File: src/rtl/rng_arbiter_if.sv
// Bundle of request/seed/response signals between game-logic requesters
// and the shared random-number arbiter.
interface rng_arbiter_if #(
  parameter int N_REQ = 4
);
  logic [N_REQ-1:0] req;
  logic             seed_we;
  logic [9:0]       seed;
  logic [N_REQ-1:0] ack;
  logic [9:0]       rnd_value;
  logic [2:0]       grant_id;
  logic             busy;

  // Requester / host side
  modport master (
    output req, seed_we, seed,
    input  ack, rnd_value, grant_id, busy
  );

  // Arbiter side
  modport slave (
    input  req, seed_we, seed,
    output ack, rnd_value, grant_id, busy
  );
endinterface

File: src/rtl/rng_arbiter.sv
// Round-robin arbiter sharing one 10-bit Fibonacci LFSR between N_REQ
// requesters. Each grant runs the LFSR STEPS times so the delivered value
// is fully refreshed, then pulses a one-hot ack for one cycle.
module rng_arbiter #(
  parameter int         N_REQ = 4,
  parameter int         STEPS = 10,
  parameter logic [9:0] SEED  = 10'h00F
) (
  input logic         clk,
  input logic         reset,
  rng_arbiter_if.slave bus
);

  localparam int IDX_W = $clog2(N_REQ);

  typedef enum logic [1:0] {IDLE, SHIFT, DONE} state_t;

  state_t           state_reg, state_next;
  logic [9:0]       lfsr_reg, lfsr_next;
  logic [3:0]       cnt_reg, cnt_next;
  logic [IDX_W-1:0] grant_reg, grant_next;
  logic [IDX_W-1:0] last_reg, last_next;
  logic [N_REQ-1:0] ack_reg, ack_next;
  logic [9:0]       rnd_reg, rnd_next;

  // Candidate requester indices in priority order: offset 0 is last+1.
  logic [IDX_W-1:0] cand_idx [N_REQ];
  logic             pick_valid;
  logic [IDX_W-1:0] pick_idx;

  genvar gi;
  generate
    for (gi = 0; gi < N_REQ; gi++) begin : g_cand
      assign cand_idx[gi] = IDX_W'((32'(last_reg) + gi + 1) % N_REQ);
    end
  endgenerate

  // Round-robin pick: scan from the lowest-priority offset down so the
  // nearest set request after the last grant wins.
  always_comb begin
    pick_valid = 1'b0;
    pick_idx   = last_reg;
    for (int i = N_REQ - 1; i >= 0; i--) begin
      if (bus.req[cand_idx[i]]) begin
        pick_valid = 1'b1;
        pick_idx   = cand_idx[i];
      end
    end
  end

  // Next-state and datapath decode for the IDLE/SHIFT/DONE controller.
  always_comb begin
    state_next = state_reg;
    lfsr_next  = lfsr_reg;
    cnt_next   = cnt_reg;
    grant_next = grant_reg;
    last_next  = last_reg;
    ack_next   = '0;
    rnd_next   = rnd_reg;
    case (state_reg)
      IDLE: begin
        if (bus.seed_we) begin
          // A zero seed would lock the LFSR, so substitute the default.
          lfsr_next = (bus.seed == 10'd0) ? SEED : bus.seed;
        end else if (pick_valid) begin
          grant_next = pick_idx;
          cnt_next   = 4'd0;
          state_next = SHIFT;
        end
      end
      SHIFT: begin
        lfsr_next = {lfsr_reg[8:0], lfsr_reg[9] ^ lfsr_reg[6]};
        cnt_next  = cnt_reg + 4'd1;
        if (cnt_reg == 4'(STEPS - 1)) begin
          state_next = DONE;
        end
      end
      DONE: begin
        rnd_next             = lfsr_reg;
        ack_next[grant_reg]  = 1'b1;
        last_next            = grant_reg;
        state_next           = IDLE;
      end
      default: begin
        state_next = IDLE;
      end
    endcase
  end

  // State and datapath registers; reset aborts any in-flight grant.
  always_ff @(posedge clk) begin
    if (reset) begin
      state_reg <= IDLE;
      lfsr_reg  <= SEED;
      cnt_reg   <= 4'd0;
      grant_reg <= '0;
      last_reg  <= IDX_W'(N_REQ - 1);
      ack_reg   <= '0;
      rnd_reg   <= 10'd0;
    end else begin
      state_reg <= state_next;
      lfsr_reg  <= lfsr_next;
      cnt_reg   <= cnt_next;
      grant_reg <= grant_next;
      last_reg  <= last_next;
      ack_reg   <= ack_next;
      rnd_reg   <= rnd_next;
    end
  end

  assign bus.ack       = ack_reg;
  assign bus.rnd_value = rnd_reg;
  assign bus.grant_id  = 3'(grant_reg);
  assign bus.busy      = (state_reg != IDLE);

endmodule

File: src/flat_wrapper.sv
// flat-port wrapper written by rule: the top's interface ports become plain ports
module rng_arbiter_flat 
#(
  parameter int         N_REQ = 4,
  parameter int         STEPS = 10,
  parameter logic [9:0] SEED  = 10'h00F
)
  (clk, reset, bus_req, bus_seed_we, bus_seed, bus_ack, bus_rnd_value, bus_grant_id, bus_busy);
  rng_arbiter_if #(.N_REQ(N_REQ)) bus_i ();
  input logic clk;
  input logic reset;
  input wire logic [$bits(bus_i.req)-1:0] bus_req;
  input wire logic [$bits(bus_i.seed_we)-1:0] bus_seed_we;
  input wire logic [$bits(bus_i.seed)-1:0] bus_seed;
  output wire logic [$bits(bus_i.ack)-1:0] bus_ack;
  output wire logic [$bits(bus_i.rnd_value)-1:0] bus_rnd_value;
  output wire logic [$bits(bus_i.grant_id)-1:0] bus_grant_id;
  output wire logic [$bits(bus_i.busy)-1:0] bus_busy;
  assign bus_i.req = bus_req;
  assign bus_i.seed_we = bus_seed_we;
  assign bus_i.seed = bus_seed;
  assign bus_ack = bus_i.ack;
  assign bus_rnd_value = bus_i.rnd_value;
  assign bus_grant_id = bus_i.grant_id;
  assign bus_busy = bus_i.busy;
  rng_arbiter #(.N_REQ(N_REQ), .STEPS(STEPS), .SEED(SEED)) u_core (.clk(clk), .reset(reset), .bus(bus_i));
endmodule
File: config.mk
export PLATFORM = sky130hd
export DESIGN_NAME = rng_arbiter_flat
export DESIGN_NICKNAME = d
export VERILOG_FILES = /design/src/rtl/rng_arbiter_if.sv /design/src/rtl/rng_arbiter.sv /design/src/flat_wrapper.sv
export SDC_FILE = /design/constraint.sdc
export NUM_CORES = 1
export LEC_CHECK = 0
export ABC_AREA = 1
export BUFFER_PORTS_ARGS = -buffer_cell sky130_fd_sc_hd__buf_2
export CAP_MARGIN = 20
export CORE_ASPECT_RATIO = 1.4
export CORE_UTILIZATION = 50
export CTS_BUF_LIST = sky130_fd_sc_hd__clkbuf_8
export CTS_CLUSTER_DIAMETER = 50
export DETAILED_ROUTE_END_ITERATION = 10
export PLACE_DENSITY = 0.82
export RECOVER_POWER = 50
export SETUP_SLACK_MARGIN = 0.1
export SLEW_MARGIN = 20
export SYNTH_ARGS = -nofsm -noshare
export SYNTH_HDL_FRONTEND = slang
export SYNTH_SLANG_ARGS = --single-unit
File: constraint.sdc
create_clock -name clk -period 1.15 [get_ports clk]
set_input_delay 0.1725 -clock clk [delete_from_list [all_inputs] [get_ports clk]]
set_output_delay 0.1725 -clock clk [all_outputs]
set_load 0.03 [all_outputs]
-- Yosys cells after proc, flatten, opt, wreduce, memory -nomap -nowiden
Index checks and enable logic that the tools add are counted.
W data, S select, Z words.
- reduce and logical (&&, ||, !) cells: 10
- $add $sub $neg: 7
- bitwise gates (word level): 3
- equal/unequal tests: 7
- muxes and demuxes: 28
- order comparisons: 6
- operators by type and width (operator ; count):
    $mux W10 ; 2
    $pmux W10 S2 ; 1
    $lt A2 B3 Y1 const B ; 5
    $mux W2 ; 7
    $logic_not A10 Y1 ; 1
    $mux W1 ; 9
    $reduce_and A3 Y1 ; 3
    $add A2 B1 Y2 const B ; 4
    $bmux W1 S2 ; 4
    $mux W4 ; 2
    $pmux W4 S2 ; 1
    $add A2 B2 Y2 const B ; 2
    $add A4 B1 Y4 const B ; 1
    $eq A4 B4 Y1 const B ; 1
    $ne A2 B1 Y1 const B ; 2
    $ne A2 B2 Y1 const B ; 2
    $pmux W2 S2 ; 1
    $reduce_bool A2 Y1 ; 2
    $demux W1 S2 ; 1
    $eq A2 B1 Y1 const B ; 1
    $eq A2 B2 Y1 const B ; 1
    $ge A2 B1 Y1 const B ; 1
    $logic_not A2 Y1 ; 1
    $not A1 Y1 ; 2
    other kinds (4) ; 4
- flip-flop bits (word level): 34
- bits of input ports: 17
- word-level logic and storage cells: 68
- output and inout port bits: 18

-- Depth between registers and ports, before layout
Gate-level depths: netlist (run 1).
- word-level depth: 11
- depth in mapped cells: 12
- mapped depth without buffers: 11

-- Least setup slack after synthesis (run 1)
No wires, ideal clock.
- path type: register to register
- start: reg u_core.state_reg[1]
- end: reg u_core.lfsr_reg[9]
- library setup time: 0.066 ns
- data arrival time: 1.137 ns
- buffers on the path: 1
- data required time: 1.084 ns
- path slack: -0.053 ns
- period minus slack after synthesis: 1.203 ns
- stages on the path, launching flop included: 8
- cells stage by stage: dfxtp_1 -> inv_2 -> nand2_4 -> nor2_8 -> nor2_4 -> buf_6 -> nand2_2 -> a21oi_2
- cells in the longest elaborated chain, start to end: 3
- elaborated cells between the ends (all ways): 6
- classes of those cells: 2 x eq/ne; 1 x mux; 3 x reduce/logical
- RTL lines (item ; line ; RTL):
    start: declaration ; rng_arbiter.sv:18 ; state_t state_reg, state_next;
    start signal: assignment ; rng_arbiter.sv:101 ; state_reg <= state_next;
    $logic_not A2 Y1 / $eq A2 B1 Y1 (equally long branches) ; rng_arbiter.sv:60 ; case (state_reg)
    $ne A2 B2 Y1 (no line) / $reduce_bool A2 Y1 (equally long branches) ; -- ;
    $reduce_and A2 Y1 (no line) ; -- ;
    end signal: assignment ; rng_arbiter.sv:102 ; lfsr_reg <= lfsr_next;
    end: declaration ; rng_arbiter.sv:19 ; logic [9:0] lfsr_reg, lfsr_next;
Several ways; a longest one is shown, not always the timed one.
A chain may end at the register's enable or synchronous reset.

-- Worst setup path in the final report (run 1)
- start: reg u_core.last_reg[0]
- end: reg u_core.cnt_reg[2]
- cells in the longest elaborated chain, start to end: 10
- elaborated cells between the ends (all ways): 20
- classes of those cells: 6 x add/sub; 1 x eq/ne; 12 x mux; 1 x reduce/logical
- RTL lines (item ; line ; RTL):
    start: declaration ; rng_arbiter.sv:22 ; logic [IDX_W-1:0] last_reg, last_next;
    start signal: assignment ; rng_arbiter.sv:97 ; last_reg <= IDX_W'(N_REQ - 1);
    start signal: assignment ; rng_arbiter.sv:105 ; last_reg <= last_next;
    $add A2 B2 Y2 ; rng_arbiter.sv:34 ; assign cand_idx[gi] = IDX_W'((32'(last_reg) + gi + 1) % N_REQ);
    $add A2 B1 Y2 ; rng_arbiter.sv:34 ;
    $bmux W1 S2 ; rng_arbiter.sv:44 ; if (bus.req[cand_idx[i]]) begin
    $mux W1 (implied by the code) ; rng_arbiter.sv:44 ;
    $mux W1 (3 in a row) ; rng_arbiter.sv:44 ;
    $mux W1 (*) ; rng_arbiter.sv:44 ;
    $ne A2 B1 Y1 (no line) (*) ; -- ;
    $reduce_and A3 Y1 (no line) (*) ; -- ;
    end signal: assignment ; rng_arbiter.sv:103 ; cnt_reg <= cnt_next;
    end: declaration ; rng_arbiter.sv:20 ; logic [3:0] cnt_reg, cnt_next;
Every way passes the cells marked *; elsewhere a longest branch is shown, timed or not. The select of a mux whose other input is x is not followed.

==> results.py, run 1 <==
metrics = {
    "setup_path": {
        "cp_top_family": "compound AO/OA/AOI/OAI gates",
        "cp.arrival_ns": 1.65,
        "crit_path_max_fanout": 8,
        "path_cells": "inv_4 -> nand2_4 -> nand2_4 -> inv_2 -> nand2_2 -> o21ai_4 -> buf_6 -> nand3_2 -> a21oi_1",
        "path_buf_inv": 3,
        "r2r-start": "u_core.last_reg[0]",
        "endpoint_kind": "register",
        "crit_slowest_cell": "dfxtp_4",
        "path_class": "reg -> reg",
        "max_stage_delay_ns": 0.40,
        "cp.required_ns": 1.37,
        "cpMostUsedCell": "nand2_4",
        "crit_path_start": "u_core.last_reg[0]",
        "startpoint_type": "register",
    },
    "power_and_ir_drop": {
        "power_w": 0.00345,
        "leakagePower_nw": 1.17,
        "vdd_drop_max_v": 0.00114,
        "power_density_nw_per_um2": 1350,
    },
    "finish": {
        "drive_gt1_share_pct": 51.9,
        "post-route-util_pct": 81.9,
        "antenna_cells": 0,
        "synthToLayoutAreaGrowth_pct": 56.0,
        "layout.nets": 311,
        "instances_no_fill": 332,
        "nFillCells": 192,
    },
    "placed_design": {
        "place_congestion": 0.846,
        "hpwl_um": 2820,
        "place_inst": 302,
        "portBuffers": 33,
    },
    "clocking": {
        "clkLatencyLatePin_ns": 0.30,
        "cts_buffers": 5,
        "cts_tree": "yes",
        "clock_path_buffers": 2,
        "cts_root_buf": "clkbuf_8",
        "cts_hold_buffers": 0,
        "cts.sinks": 34,
        "htreeDepth": 2,
        "clk_pin_slew_ns": 0.08,
    },
    "synthesis": {
        "synth-simple-area-share_pct": 27.5,
        "ys_ff_latch": 34,
        "synthMuxAreaShare_pct": 0,
        "synth_top_family_by_area": "simple AND/OR/NAND/NOR gates",
        "ys_seq_area_share_pct": 41.5,
        "syn-mean-instance-area_um2": 7.48,
        "synthXorXnorAreaFrac_pct": 0.534,
        "syn_nets": 238,
        "synth_compound_area_share_pct": 18.1,
        "synth_cell_type_count": 30,
        "synthAdderAreaFrac_pct": 1.53,
        "ys_warn_count": 0,
        "synth_area_um2": 1640,
        "synth_cells": 219,
    },
    "timing": {
        "setup_slack_ns": -0.274,
        "rsz0062_at_grt": "yes",
        "skew_ns": 0.00757,
        "hold_viol": 0,
        "timing.setup.tns_ns": -2.22,
        "post-route-min-period_ns": 1.42,
        "hold_ws_ns": 0.159,
        "slew_viol_final": 0,
        "setup_viol": 25,
        "max_freq_mhz": 702,
        "fin_crit_sh_pct": 124,
    },
    "floorplanning": {
        "io_pins": 35,
        "die-area_um2": 3510,
        "coreArea_um2": 3120,
        "start_util_pct": 52.5,
        "die_w_um": 50.4,
        "rows": 24,
        "fp.dieH_um": 69.7,
    },
    "outcome": {
        "violations": "setup timing",
        "status": "finished, violations left",
    },
    "grt": {
        "grt_antenna_before_repair": 0,
        "grt_pass1_wl_um": 7710,
        "grt_overflow": 0,
        "grt_usage_pct": 29.9,
        "first_global_vias": 1698,
        "grt_max_degree": 27,
    },
    "drt": {
        "remaining_drc_errors": 0,
        "vias": 1874,
        "routedWlPerCell_um": 17.5,
        "drtIter0Drc": 81,
        "detail-route-antenna-nets": 0,
        "viasPerCell": 5.64,
        "wl_um": 5820,
        "first_pass_iters": 4,
    },
    "worst_hold_path": {
        "worstHoldStart": "bus_seed[7]",
        "hold_path.class": "in -> reg",
    },
    "run": {
        "max_cap_violations": 0,
    },
}
[cells in the final DEF (no fill, tap or decap), types with 2 or more instances in the layout]
master / count
buf_6: 17
nand2_4: 3
a211oi_2: 2
buf_2: 20
buf_8: 3
nor2_1: 20
a21oi_2: 11
dfxtp_1: 29
a21oi_1: 4
dfxtp_4: 5
buf_12: 2
o21ai_2: 13
o21ai_1: 6
nor3_2: 2
buf_4: 20
nor2_4: 5
clkbuf_2: 8
o21ai_0: 8
nand3_1: 10
nor2_2: 3
clkinvlp_4: 2
clkbuf_8: 6
a221oi_2: 2
inv_2: 2
nand2_2: 12
nand4_1: 5
nor2_8: 2
nand2_1: 31
inv_1: 20
ha_1: 2
inv_6: 3
[cells by family (layout without fill, tap and decap cells)]
kind of cell | count (synthesis) | after routing
other | 1 | 1
AND/OR/NAND/NOR | 96 | 97
adder cells (fa/ha/maj) | 2 | 2
flip-flops | 34 | 34
buffers and inverters | 35 | 108
XOR/XNOR | 1 | 1
AO/OA/AOI/OAI | 50 | 50
[routing by layer]
metal / wire length (um) / track usage [%] / vias up
met4: 311 / 17.3 / 0
met2: 3000 / 54.1 / 115
li1: - / - / 867
met3: 336 / 5.92 / 31
met5: 0 / 0 / -
met1: 2170 / 30.6 / 861
[worst min-delay path, stage by stage]
cell and delay [ns]:
buf_2 0.10, inv_1 0.08, a221oi_2 0.06
[Yosys cell counts (all sizes together)]
cell type	count	share of area, %
nand3	11	3.4
a21oi	15	4.8
nand2	47	11
o211ai	1	0.46
buf	6	3.5
ha	2	1.5
nor2	29	9.5
dfxtp	34	42
o22ai	1	0.38
xnor2	1	0.53
a221oi	2	1.8
clkbuf	2	0.46
o21ai	28	9.2
a211oi	2	0.92
conb	1	0.23
nor3	3	0.92
nor4	1	0.38
nand4	5	1.9
inv	27	6.6
o31ai	1	0.46
[power breakdown]
group / switching, W / total, W / internal, W
Clock: 0.000465 / 0.000946 / 0.000481
Sequential: 0.000117 / 0.00139 / 0.00128
Combinational: 0.000633 / 0.00111 / 0.000481
Total: 0.00121 / 0.00345 / 0.00224
[layout make-up]
class / instances / area (um^2) / area share, %
Clock inverter: 2 / 12.5 / 0.489
Timing Repair Buffer: 72 / 578 / 22.6
Clock buffer: 6 / 82.6 / 3.23
Inverter: 27 / 126 / 4.94
Tap cell: 39 / 48.8 / 1.91
Multi-Input combinational cell: 151 / 1000 / 39.2
Timing Repair inverter: 1 / 7.51 / 0.294
Sequential cell: 34 / 699 / 27.4
[final timing paths]
path                   endpoint  slack, ns  cells past startpoint
max           u_core.cnt_reg[2]      -0.27                      9
min          u_core.lfsr_reg[7]       0.16                      3
max reg2reg   u_core.cnt_reg[2]      -0.27                      9
min reg2reg   u_core.bus.ack[1]       0.49                      1
[timing repair]
item,4_1_cts,5_1_grt
pin swaps,21,20
setup endpoints to repair,28,37
resized for setup,70,47
hold endpoints to repair,0,0
gates cloned,3,0
setup buffers,12,8
[stage by stage]
step	instance area (um^2)	setup WS, ns
after global routing	2560	-0.354
after detailed placement	1970	-0.141
after floorplan	1670	0.00811
after CTS	2370	-0.116
final	2560	-0.274
after global placement	1970	-0.0939
(Power assumes the default switching activity.)
==> run 2, diff against run 1 <==
Settings changed: BUFFER_PORTS_ARGS -buffer_cell sky130_fd_sc_hd__buf_2 to -buffer_cell sky130_fd_sc_hd__clkbuf_2, TNS_END_PERCENT from default to 5.
==> run 2 against run 1 <==
The run still ends with setup timing left. Clock power decreased by 2.4%. Non-clock buffer count decreased by 17. Clock-buffer cell count unchanged. Design area decreased by 13%. Largest cell class unchanged. Largest power group unchanged. Highest routed layer unchanged.
==> results.py, run 2 (same netlist as run 1, synthesis figures left out) <==
metrics = {
    "outcome": {
        "status": "finished, violations left",
        "violations": "setup timing",
    },
    "grt": {
        "grt_pass1_wl_um": 7040,
        "grt_usage_pct": 27.1,
        "grt_max_degree": 15,
        "grt_antenna_before_repair": 0,
        "first_global_vias": 1602,
        "grt_overflow": 0,
    },
    "drt": {
        "vias": 1654,
        "remaining_drc_errors": 0,
        "wl_um": 4220,
        "detail-route-antenna-nets": 0,
        "drtIter0Drc": 42,
        "viasPerCell": 5.28,
        "first_pass_iters": 4,
        "routedWlPerCell_um": 13.5,
    },
    "setup_path": {
        "reg2regPathDepth": 12,
        "cp.arrival_ns": 1.46,
        "startpoint_type": "register",
        "r2r-end": "u_core.grant_reg[0]",
        "r2r-start": "u_core.last_reg[0]",
        "path_class": "reg -> reg",
        "rrSetupSlack_ns": -0.12,
        "crit_path_max_fanout": 8,
        "cp.required_ns": 1.35,
        "endpoint_kind": "register",
    },
    "timing": {
        "hold_viol": 0,
        "slew_viol_final": 0,
        "rsz0062_at_grt": "yes",
        "timing.setup.tns_ns": -0.704,
        "fin_crit_sh_pct": 110,
        "hold_ws_ns": 0.139,
        "skew_ns": 0.00549,
        "max_freq_mhz": 789,
        "setup_slack_ns": -0.117,
        "post-route-min-period_ns": 1.27,
        "setup_viol": 11,
    },
    "placed_design": {
        "portBuffers": 33,
        "place_inst": 304,
        "place_congestion": 0.840,
        "hpwl_um": 2980,
        "dpl_cell_area_um2": 1990,
    },
    "finish": {
        "layout.nets": 292,
        "instances_no_fill": 313,
        "layout_common_cells": "nand2_1 (33), clkbuf_2 (29), dfxtp_1 (28), nor2_1 (23), inv_1 (19)",
        "nFillCells": 265,
        "antenna_cells": 0,
        "layout_commonest_cell": "nand2_1",
        "synthToLayoutAreaGrowth_pct": 36.0,
        "drive_gt1_share_pct": 40.1,
        "post-route-cell-area_um2": 2230,
    },
    "clocking": {
        "clkLatencyLatePin_ns": 0.29,
        "htreeDepth": 2,
        "cts.sinks": 34,
        "clock_path_buffers": 2,
        "cts_tree": "yes",
        "cts_buffers": 5,
        "clk_pin_slew_ns": 0.07,
        "cts_root_buf": "clkbuf_8",
    },
    "worst_hold_path": {
        "hold_path.class": "in -> reg",
        "hold_depth": 3,
        "hold_end": "u_core.lfsr_reg[3]",
        "worstHoldStart": "bus_seed[3]",
    },
    "floorplanning": {
        "coreArea_um2": 3120,
        "rows": 24,
        "io_pins": 35,
        "die_w_um": 50.4,
        "start_util_pct": 52.5,
        "fp.dieH_um": 69.7,
        "die-area_um2": 3510,
    },
    "power_and_ir_drop": {
        "power_density_nw_per_um2": 1410,
        "vdd_drop_max_v": 0.00144,
        "leakagePower_nw": 1.04,
        "power_w": 0.00313,
    },
    "run": {
        "max_cap_violations": 0,
    },
}
[run 2: what timing repair did]
| action | 4_1_cts | 5_1_grt |
|---|---|---|
| pin swaps | 11 | 11 |
| endpoints found under the setup margin | 36 | 37 |
| hold buffers | 0 | 0 |
| endpoints found under the hold margin | 0 | 0 |
| resized for setup | 29 | 40 |
| buffers inserted | 1 | 0 |
[run 2: worst max path at each step]
| stage | startpoint | to | slack [ns] | depth (start not counted) |
|---|---|---|---|---|
| final | u_core.last_reg[0] | u_core.grant_reg[0] | -0.12 | 12 |
| after global routing | u_core.last_reg[0] | u_core.grant_reg[0] | -0.20 | 12 |
| after CTS | u_core.last_reg[0] | u_core.grant_reg[0] | -0.11 | 12 |
| after detailed placement | u_core.last_reg[0] | u_core.cnt_reg[2] | -0.15 | 8 |
| after global placement | u_core.last_reg[0] | u_core.grant_reg[0] | -0.12 | 12 |
| after floorplan | u_core.state_reg[1] | u_core.lfsr_reg[0] | 0.008 | 7 |
[run 2: where the power goes]
group,switching [W],total [W],internal (W),leakage (nW)
Clock,0.000442,0.000923,0.000481,0.0472
Sequential,0.0000961,0.00137,0.00128,0.280
Combinational,0.000495,0.000836,0.000342,0.715
Total,0.00103,0.00313,0.00210,1.04
[run 2: cell type report]
type                       count  area [um^2]  area share, %
sequential                    34          701           31.4
clock buffer                   6         82.6           3.71
clock inverter                 2         12.5          0.561
tap                           39         48.8           2.19
timing repair buffer          55          380           17.1
multi-input combinational    150          887           39.8
inverter                      27          116           5.22
[run 2: per-layer routing]
layer	up-vias	track usage (%)	part of all wire, %
met5	-	0	0
met1	767	30.2	39
met2	50	44.4	53
li1	823	-	-
met3	14	6.58	4.1
met4	0	17.9	3.8
[run 2: through the flow]
| stage | util (%) | setup slack, ns |
|---|---|---|
| 4_1_cts | 69.2 | -0.114 |
| 6_report | 71.4 | -0.117 |
| 3_5_place_dp | 63.6 | -0.154 |
| 3_3_place_gp | 63.6 | -0.118 |
| 2_1_floorplan | - | 0.00776 |
| 5_1_grt | 71.4 | -0.205 |
[run 2: critical path, cell delays in order (launching register included)]
cell	delay, ns
dfxtp_4	0.41
inv_4	0.06
buf_6	0.11
nand2_2	0.06
nand2_2	0.07
nand2_2	0.08
nand2_1	0.06
inv_1	0.06
nand2_1	0.05
nand2_1	0.05
nand3_1	0.07
nand2_1	0.05
inv_1	0.03
==> run 3, diff against run 2 <==
Settings changed: MAX_ROUTING_LAYER from default to met4, SKIP_CTS_REPAIR_TIMING from default to 1.
==> run 3 against run 2 <==
The run still ends with setup timing left. Highest routed layer unchanged. Register-to-register slack worse by 0.03 ns. Maximum frequency is 2.1% lower. Design area is 2.9% lower. Largest power group unchanged. Critical path depth is 1 lower. Critical endpoint unchanged. Final cell count is 0.32% lower. First-iteration DRC count is 36% lower. Wire length is 2.3% lower.
==> results.py, run 3 (same netlist as run 1, synthesis figures left out) <==
metrics = {
    "outcome": {
        "status": "finished, violations left",
        "violations": "setup timing",
    },
    "placed_design": {
        "portBuffers": 33,
        "dpl_cell_area_um2": 1990,
        "place_congestion": 0.853,
        "pre_cts_ws_ns": -0.154,
        "place_inst": 304,
        "hpwl_um": 2980,
    },
    "grt": {
        "grt_usage_pct": 27.1,
        "grt_overflow": 0,
        "grt_antenna_before_repair": 0,
        "grt_pass1_wl_um": 6850,
        "first_global_vias": 1532,
        "grt_max_degree": 15,
    },
    "floorplanning": {
        "coreArea_um2": 3120,
        "fp.dieH_um": 69.7,
        "die_w_um": 50.4,
        "io_pins": 35,
        "start_util_pct": 52.5,
        "rows": 24,
        "die-area_um2": 3510,
    },
    "finish": {
        "nFillCells": 273,
        "synthToLayoutAreaGrowth_pct": 32.0,
        "instances_no_fill": 312,
        "post-route-cell-area_um2": 2160,
        "layout.nets": 291,
        "post-route-util_pct": 69.3,
        "antenna_cells": 0,
        "layout_common_cells": "nand2_1 (35), dfxtp_1 (30), clkbuf_2 (28), nor2_1 (24), inv_1 (21)",
        "layout_commonest_cell": "nand2_1",
        "drive_gt1_share_pct": 35.9,
    },
    "worst_hold_path": {
        "hold_path.class": "in -> reg",
    },
    "timing": {
        "post-route-min-period_ns": 1.29,
        "hold_ws_ns": 0.141,
        "setup_viol": 11,
        "hold_viol": 0,
        "setup_slack_ns": -0.144,
        "slew_viol_final": 0,
        "max_freq_mhz": 773,
        "fin_crit_sh_pct": 113,
        "rsz0062_at_grt": "yes",
        "skew_ns": 0.00496,
    },
    "drt": {
        "detail-route-antenna-nets": 0,
        "remaining_drc_errors": 0,
        "first_pass_iters": 4,
        "routedWlPerCell_um": 13.2,
        "wl_um": 4120,
        "drtIter0Drc": 27,
        "vias": 1642,
        "viasPerCell": 5.26,
    },
    "clocking": {
        "cts_tree": "yes",
        "clkLatencyLatePin_ns": 0.29,
        "htreeDepth": 2,
        "cts.sinks": 34,
        "cts_buffers": 5,
        "cts_root_buf": "clkbuf_8",
        "clock_path_buffers": 2,
        "clk_pin_slew_ns": 0.07,
    },
    "power_and_ir_drop": {
        "power_density_nw_per_um2": 1430,
        "leakagePower_nw": 1.02,
        "vdd_drop_max_v": 0.00143,
    },
    "run": {
        "max_cap_violations": 0,
    },
    "setup_path": {
        "cp.arrival_ns": 1.49,
        "crit_path_max_fanout": 8,
        "startpoint_type": "register",
        "path_class": "reg -> reg",
        "cp.required_ns": 1.35,
        "endpoint_kind": "register",
    },
}
## run 3: cell count changes in the layout (fill, tap and decap cells not counted), sizes merged
cell and change:
buf -1
## run 3: worst max-delay path, stage by stage (launching register included)
cell,delay [ns]
dfxtp_4,0.37
buf_6,0.12
nand2_1,0.05
o21ai_0,0.14
nand2_1,0.13
nand2_1,0.06
inv_1,0.06
nand2_1,0.05
nand2_1,0.06
nand3_1,0.07
nand2_1,0.05
inv_1,0.03
## run 3: worst paths after layout
path	from	to	slack [ns]	depth (start not counted)
worst max-delay path	u_core.last_reg[0]	u_core.grant_reg[0]	-0.14	11
worst min-delay path	bus_seed[3]	u_core.lfsr_reg[3]	0.14	3
worst max register to register	u_core.last_reg[0]	u_core.grant_reg[0]	-0.14	11
worst min register to register	u_core.grant_reg[1]	u_core.bus.ack[1]	0.49	1
## run 3: power breakdown
group | switching [W] | internal (W)
Clock | 0.000442 | 0.000481
Combinational | 0.000477 | 0.000324
Sequential | 0.0000945 | 0.00128
## run 3: metal layers
metal / vias to the layer above / share of wire (%) / global-route usage (%)
met5: - / 0 / -
met4: 0 / 3.5 / 18.2
met1: 755 / 41 / 30.4
met2: 56 / 51 / 41.6
met3: 14 / 4.7 / 6.58
li1: 817 / - / -
## run 3: cell type report
type / count / area (um^2) / area share [%]
Multi-Input combinational cell: 150 / 848 / 39.2
Timing Repair Buffer: 54 / 364 / 16.8
Inverter: 27 / 114 / 5.26
Tap cell: 39 / 48.8 / 2.26
Clock inverter: 2 / 12.5 / 0.578
Sequential cell: 34 / 693 / 32.0
Clock buffer: 6 / 82.6 / 3.82
## run 3: metrics by stage
step           TNS [ns]  power, W
2_1_floorplan         0   0.00188
3_3_place_gp     -0.577   0.00211
3_5_place_dp      -1.02   0.00212
4_1_cts           -1.57   0.00306
5_1_grt           -1.98   0.00326
6_report         -0.766   0.00310
